$ cat config.mk
export PLATFORM = sky130hd
export DESIGN_NAME = shared_data_ram_arbiter
export DESIGN_NICKNAME = d
export VERILOG_FILES = /design/src/rtl/shared_data_ram_arbiter.sv
export SDC_FILE = /design/constraint.sdc
export NUM_CORES = 1
export LEC_CHECK = 0
export ABC_AREA = 1
export ABC_CLOCK_PERIOD_IN_PS = 2450
export CORE_AREA = 10 10 119 121
export DETAILED_ROUTE_END_ITERATION = 7
export DIE_AREA = 0 0 129 131
export GPL_TIMING_DRIVEN = 0
export PLACE_DENSITY_LB_ADDON = 0.12
export SLEW_MARGIN = 20
export SYNTH_ARGS = -nofsm -noshare
export SYNTH_HDL_FRONTEND = slang
export SYNTH_SLANG_ARGS = --single-unit
$ cat constraint.sdc
create_clock -name clock -period 2.45 [get_ports clock]
set_input_delay 0.3675 -clock clock [delete_from_list [all_inputs] [get_ports clock]]
set_output_delay 0.3675 -clock clock [all_outputs]
set_load 0.01 [all_outputs]
$ cat src/rtl/shared_data_ram_arbiter.sv
// Round-robin arbiter sharing one data BlockRam among NUM_PORTS shader cores.
// Optional contention counter enabled by SHARED_DATA_RAM_ARB_CONTENTION_COUNT_EN.
module shared_data_ram_arbiter #(
    parameter int NUM_PORTS     = 4,
    parameter int WORD_WIDTH    = 32,
    parameter int ADDRESS_WIDTH = 16
) (
    input  logic                               clock,
    input  logic                               reset,
    input  logic                               run,
    input  logic [NUM_PORTS-1:0]               req,
    input  logic [NUM_PORTS-1:0]               req_write,
    input  logic [NUM_PORTS*ADDRESS_WIDTH-1:0] req_address,
    input  logic [NUM_PORTS*WORD_WIDTH-1:0]    req_write_data,
    output logic [NUM_PORTS-1:0]               grant,
    output logic [NUM_PORTS-1:0]               read_valid,
    output logic [WORD_WIDTH-1:0]              read_data,
    output logic [ADDRESS_WIDTH-1:0]           ram_address,
    output logic                               ram_write,
    output logic [WORD_WIDTH-1:0]              ram_write_data,
    input  logic [WORD_WIDTH-1:0]              ram_read_data
`ifdef SHARED_DATA_RAM_ARB_CONTENTION_COUNT_EN
    ,
    output logic [15:0]                        contention_count
`endif
);

    localparam int PW = (NUM_PORTS > 1) ? $clog2(NUM_PORTS) : 1;
    localparam logic [PW:0] NP = (PW+1)'(NUM_PORTS);

    logic [PW-1:0]            rr_pointer;
    logic [PW-1:0]            winner;
    logic [PW-1:0]            next_pointer;
    logic [PW:0]              scan;
    logic [PW:0]              winner_inc;
    logic                     found;
    logic                     active;
    logic [ADDRESS_WIDTH-1:0] port_address [NUM_PORTS];
    logic [WORD_WIDTH-1:0]    port_data    [NUM_PORTS];

    always_comb begin
        for (int i = 0; i < NUM_PORTS; i++) begin
            port_address[i] = req_address[i*ADDRESS_WIDTH +: ADDRESS_WIDTH];
            port_data[i]    = req_write_data[i*WORD_WIDTH +: WORD_WIDTH];
        end
    end

    // Scan from the farthest offset down so the port nearest rr_pointer wins last.
    always_comb begin
        found  = 1'b0;
        winner = '0;
        scan   = '0;
        for (int k = NUM_PORTS - 1; k >= 0; k--) begin
            scan = {1'b0, rr_pointer} + (PW+1)'(k);
            if (scan >= NP) scan = scan - NP;
            if (req[scan[PW-1:0]]) begin
                found  = 1'b1;
                winner = scan[PW-1:0];
            end
        end
    end

    always_comb begin
        winner_inc   = {1'b0, winner} + 1'b1;
        next_pointer = (winner_inc == NP) ? '0 : winner_inc[PW-1:0];
    end

    // Handshake: req is a level; an access is accepted in exactly the cycle its grant
    // bit is high, and the requester may drop or change its request on the next cycle.
    always_comb begin
        active         = run && !reset && found;
        grant          = '0;
        ram_write      = 1'b0;
        ram_address    = '0;
        ram_write_data = '0;
        if (active) begin
            grant[winner]  = 1'b1;
            ram_write      = req_write[winner];
            ram_address    = port_address[winner];
            ram_write_data = port_data[winner];
        end
    end

    always_ff @(posedge clock or posedge reset) begin
        if (reset) begin
            rr_pointer <= '0;
            read_valid <= '0;
        end else begin
            read_valid <= (active && !req_write[winner]) ? grant : '0;
            if (active) rr_pointer <= next_pointer;
        end
    end

    assign read_data = ram_read_data;

`ifdef SHARED_DATA_RAM_ARB_CONTENTION_COUNT_EN
    logic contended;
    assign contended = run && ($countones(req) >= 2);

    always_ff @(posedge clock or posedge reset) begin
        if (reset) begin
            contention_count <= '0;
        end else if (contended && contention_count != 16'hffff) begin
            contention_count <= contention_count + 16'd1;
        end
    end
`endif

endmodule

==> impl_metrics.csv <==
group,metric,value,unit
status,outcome,"finished with violations",
status,failed_checks,"negative setup slack",
logic_synthesis,synth.lib_cells_used.distinct,20,
logic_synthesis,synth.top_cells.by_area,"sky130_fd_sc_hd__nand3_1, sky130_fd_sc_hd__inv_1, sky130_fd_sc_hd__nand2_1",
clocking,clkSlewWorstSetupHoldPaths,0.04,ns
clocking,cts_inserted_buffers,3,
global_routing,number_of_antenna_violations_at_the_first_check_in_global_routing,0,
logic_synthesis,synth.yosys.warnings,0,
worst_setup_path,start_kind,"register",
routing,detail_route.iter0.violations,297,
worst_setup_path,critical_path.max_fanout,8,
placed_design,gpl.final_weighted_congestion,0.818,
sta,finalClockSkew,0.00106,ns
floorplan,dieWidth,129,microns
power_and_ir_drop,power.density_cell_area,1290,nW/um^2
clocking,cts_root_buf,"sky130_fd_sc_hd__clkbuf_16",
global_routing,wire_length_of_the_first_global_routing_pass,29900,microns
worst_setup_path,worstSetupPathType,"reg -> out",
sta,fin_setup_tns,-5.97,ns
logic_synthesis,synth.cell_area,3260,sq um
min_path,worstHoldPathType,"in -> async",
logic_synthesis,yosysTopAreaCellShare,24.0,%
floorplan,floorplan.initialDensity,27.6,%
placed_design,area_post_placement,6350,sq um
clocking,cts_tree,"done",
worst_setup_path,worstSetupEndpointType,"output pin",
sta,worstMarginPinSlew,0.391,ns
power_and_ir_drop,vdd.ir_drop.worst,465,uV
worst_setup_path,worstPathArrival,2.28,ns
clocking,cts.sinks,6,
sta,final-max-slew-violation-count,0,
worst_setup_path,worst-endpoint-required,2.08,ns
clocking,hold_buffers,0,
logic_synthesis,synth-edff-count,0,
logic_synthesis,synth_most_common_cell,"sky130_fd_sc_hd__inv_1",
power_and_ir_drop,power.net_switching,4930,uW
logic_synthesis,ys_ff_latch,6,
logic_synthesis,syn_nets,890,
sta,setup_repair_after_global_routing_missed_its_margin,"true",
sta,finalSetupViolations,54,
placed_design,place.detailed.hpwl,15400,microns
run,max_capacitance_violation_count,0,
sta,final_report_hold_violation_count,0,
placed_design,worst_setup_slack_before_clock_tree_synthesis,-0.950,ns
power_and_ir_drop,cell_internal_power_dissipation,4720,uW
power_and_ir_drop,pwr-share-comb,95.5,%
logic_synthesis,synth-seq-area-share,4.61,%
floorplan,die_height,131,microns
routing,route.detailed.wl_per_inst,18.3,microns
floorplan,die_area,16900,sq um
logic_synthesis,post_synth.cell_area_avg,5.00,sq um
sta,fin_crit_sh,108,%
power_and_ir_drop,p_leak,0.00388,uW
sta,slew_headroom,73.8,%
routing,detail_route.first_pass.iterations,4,
finish,area_growth,130,%
logic_synthesis,synth-async-reset-ratio,100,%
global_routing,global_route.overflow_total,0,
logic_synthesis,synth-main-ff-cell,"sky130_fd_sc_hd__dfrtp_1",
finish,num_antenna_cells,0,
power_and_ir_drop,power.share.clock,2.8,%
placed_design,number_of_buffer_cells_added_on_primary_ports,291,
floorplan,core_area,11800,sq um
global_routing,via_count_of_the_first_global_routing_pass,5351,
clocking,max-clock-path-buffers,2,
finish,fin_area,7500,sq um
routing,postRouteAntennaNets,0,
global_routing,grt_max_degree,12,
power_and_ir_drop,sequential_power_share,1.7,%
sta,fmax,0.378,GHz
global_routing,groute.usage.overall,22.4,%
routing,drt-total-wl,20700,microns
logic_synthesis,synth.cells.most_frequent,"sky130_fd_sc_hd__inv_1, sky130_fd_sc_hd__nand3_1, sky130_fd_sc_hd__nand2_1",
logic_synthesis,yosysTopAreaCell,"sky130_fd_sc_hd__nand3_1",
clocking,ctsHtreeMaxLevel,1,
power_and_ir_drop,p_sw_share,51.1,%
routing,detail_route.drc_violations,0,
clocking,clk-insertion-delay-late,0.23,ns
floorplan,num_rows,40,
logic_synthesis,netlist_instances,651,
floorplan,pin_count,324,
routing,drt-vias-per-instance,4.65,
routing,routed-via-count,5263,
sta,timing.final.ws_setup,-0.196,ns
finish,layout-drive-gt1-share,27.4,%
sta,minimum_clock_period_after_layout,2.65,ns
finish,nNetsFinal,1225,
## cells in the final DEF, fill, tap and decap left out, drive strengths merged
master,instances
a21oi,48
a31oi,1
buf,149
clkbuf,23
clkdlybuf4s50,234
dfrtp,6
dlygate4sd2,4
ha,4
inv,160
nand2,134
nand3,160
nand3b,48
nor2,7
o211ai,2
o21ai,4
## area by class of cell
class	count	area [sq um]
inverters	160	603
plain buffers	78	825
repair buffers	329	3120
flip-flops and latches	6	151
multi-input cells	408	2540
clock buffers	3	75.1
fillers	1120	4310
well taps	147	184
## critical path: stages, from the launching register on
cell	delay, ns
sky130_fd_sc_hd__dfrtp_1	0.39
sky130_fd_sc_hd__buf_6	0.16
sky130_fd_sc_hd__nand2_2	0.13
sky130_fd_sc_hd__nand3_2	0.09
sky130_fd_sc_hd__nand2_1	0.09
sky130_fd_sc_hd__inv_2	0.07
sky130_fd_sc_hd__nand2_4	0.07
sky130_fd_sc_hd__nand3_4	0.12
sky130_fd_sc_hd__nand2_4	0.14
sky130_fd_sc_hd__buf_8	0.14
sky130_fd_sc_hd__buf_8	0.12
sky130_fd_sc_hd__inv_2	0.05
sky130_fd_sc_hd__ha_2	0.17
sky130_fd_sc_hd__nand2_1	0.10
sky130_fd_sc_hd__inv_1	0.07
sky130_fd_sc_hd__buf_6	0.12
## cell families after synthesis
family          after synthesis  share of synthesized area (%)
buf+inv                     239                           32.7
simple gates                348                           52.3
fa+ha+maj                     4                           1.54
flops                         6                           4.61
compound gates               54                           8.87
## registers in the layout, summed over array words and instances (netlist names)
| register | flops |
|---|---|
| read_valid | 4 |
| rr_pointer | 2 |
## per-layer routing
| layer | track usage [%] | vias up | share of wire (%) |
|---|---|---|---|
| met3 | 9.15 | 14 | 11 |
| met2 | 41.3 | 211 | 51 |
| li1 | - | 2668 | - |
| met1 | 23.9 | 2370 | 36 |
| met4 | 3.08 | 0 | 0.98 |
| met5 | 0 | - | 0 |
## power groups by stage
| stage | combinational [uW] | sequential (uW) | clock [uW] |
|---|---|---|---|
| floorplan | 3830 | 158 | 0 |
| global placement | 6040 | 157 | 0 |
| detailed placement | 6070 | 155 | 0 |
| CTS | 8480 | 160 | 273 |
| global route | 10100 | 164 | 275 |
| finish | 9220 | 161 | 274 |
## metrics by stage
step	total power [uW]	util [%]	cells	hold slack, ns
5_1_grt	10500	63.5	1131	0.444
4_1_cts	8920	60.8	1125	0.380
3_5_place_dp	6220	53.8	1089	0.613
3_3_place_gp	6190	53.8	1089	0.611
2_1_floorplan	3990	-	651	0.167
6_report	9650	63.5	1131	0.399
## path summary, 6_finish.rpt
check,from,endpoint,slack [ns],cells after the start
setup / recovery,rr_pointer[0],grant[2],-0.20,15
hold / removal,reset,read_valid[3],0.40,2
setup reg to reg,rr_pointer[0],read_valid[1],-0.07,19
hold reg to reg,rr_pointer[1],rr_pointer[1],0.69,2
max in group asynchronous,reset,rr_pointer[1],1.81,2
min in group clock,rr_pointer[1],rr_pointer[1],0.69,2
## repair_timing
action | 4_1_cts | 5_1_grt
gates cloned | 9 | 1
buffers inserted | 25 | 5
hold endpoints to repair | 0 | 0
endpoints found under the setup margin | 55 | 54
resized for setup | 396 | 69
pin swaps | 27 | 16
Note: power is estimated with default switching activity, not from simulation.
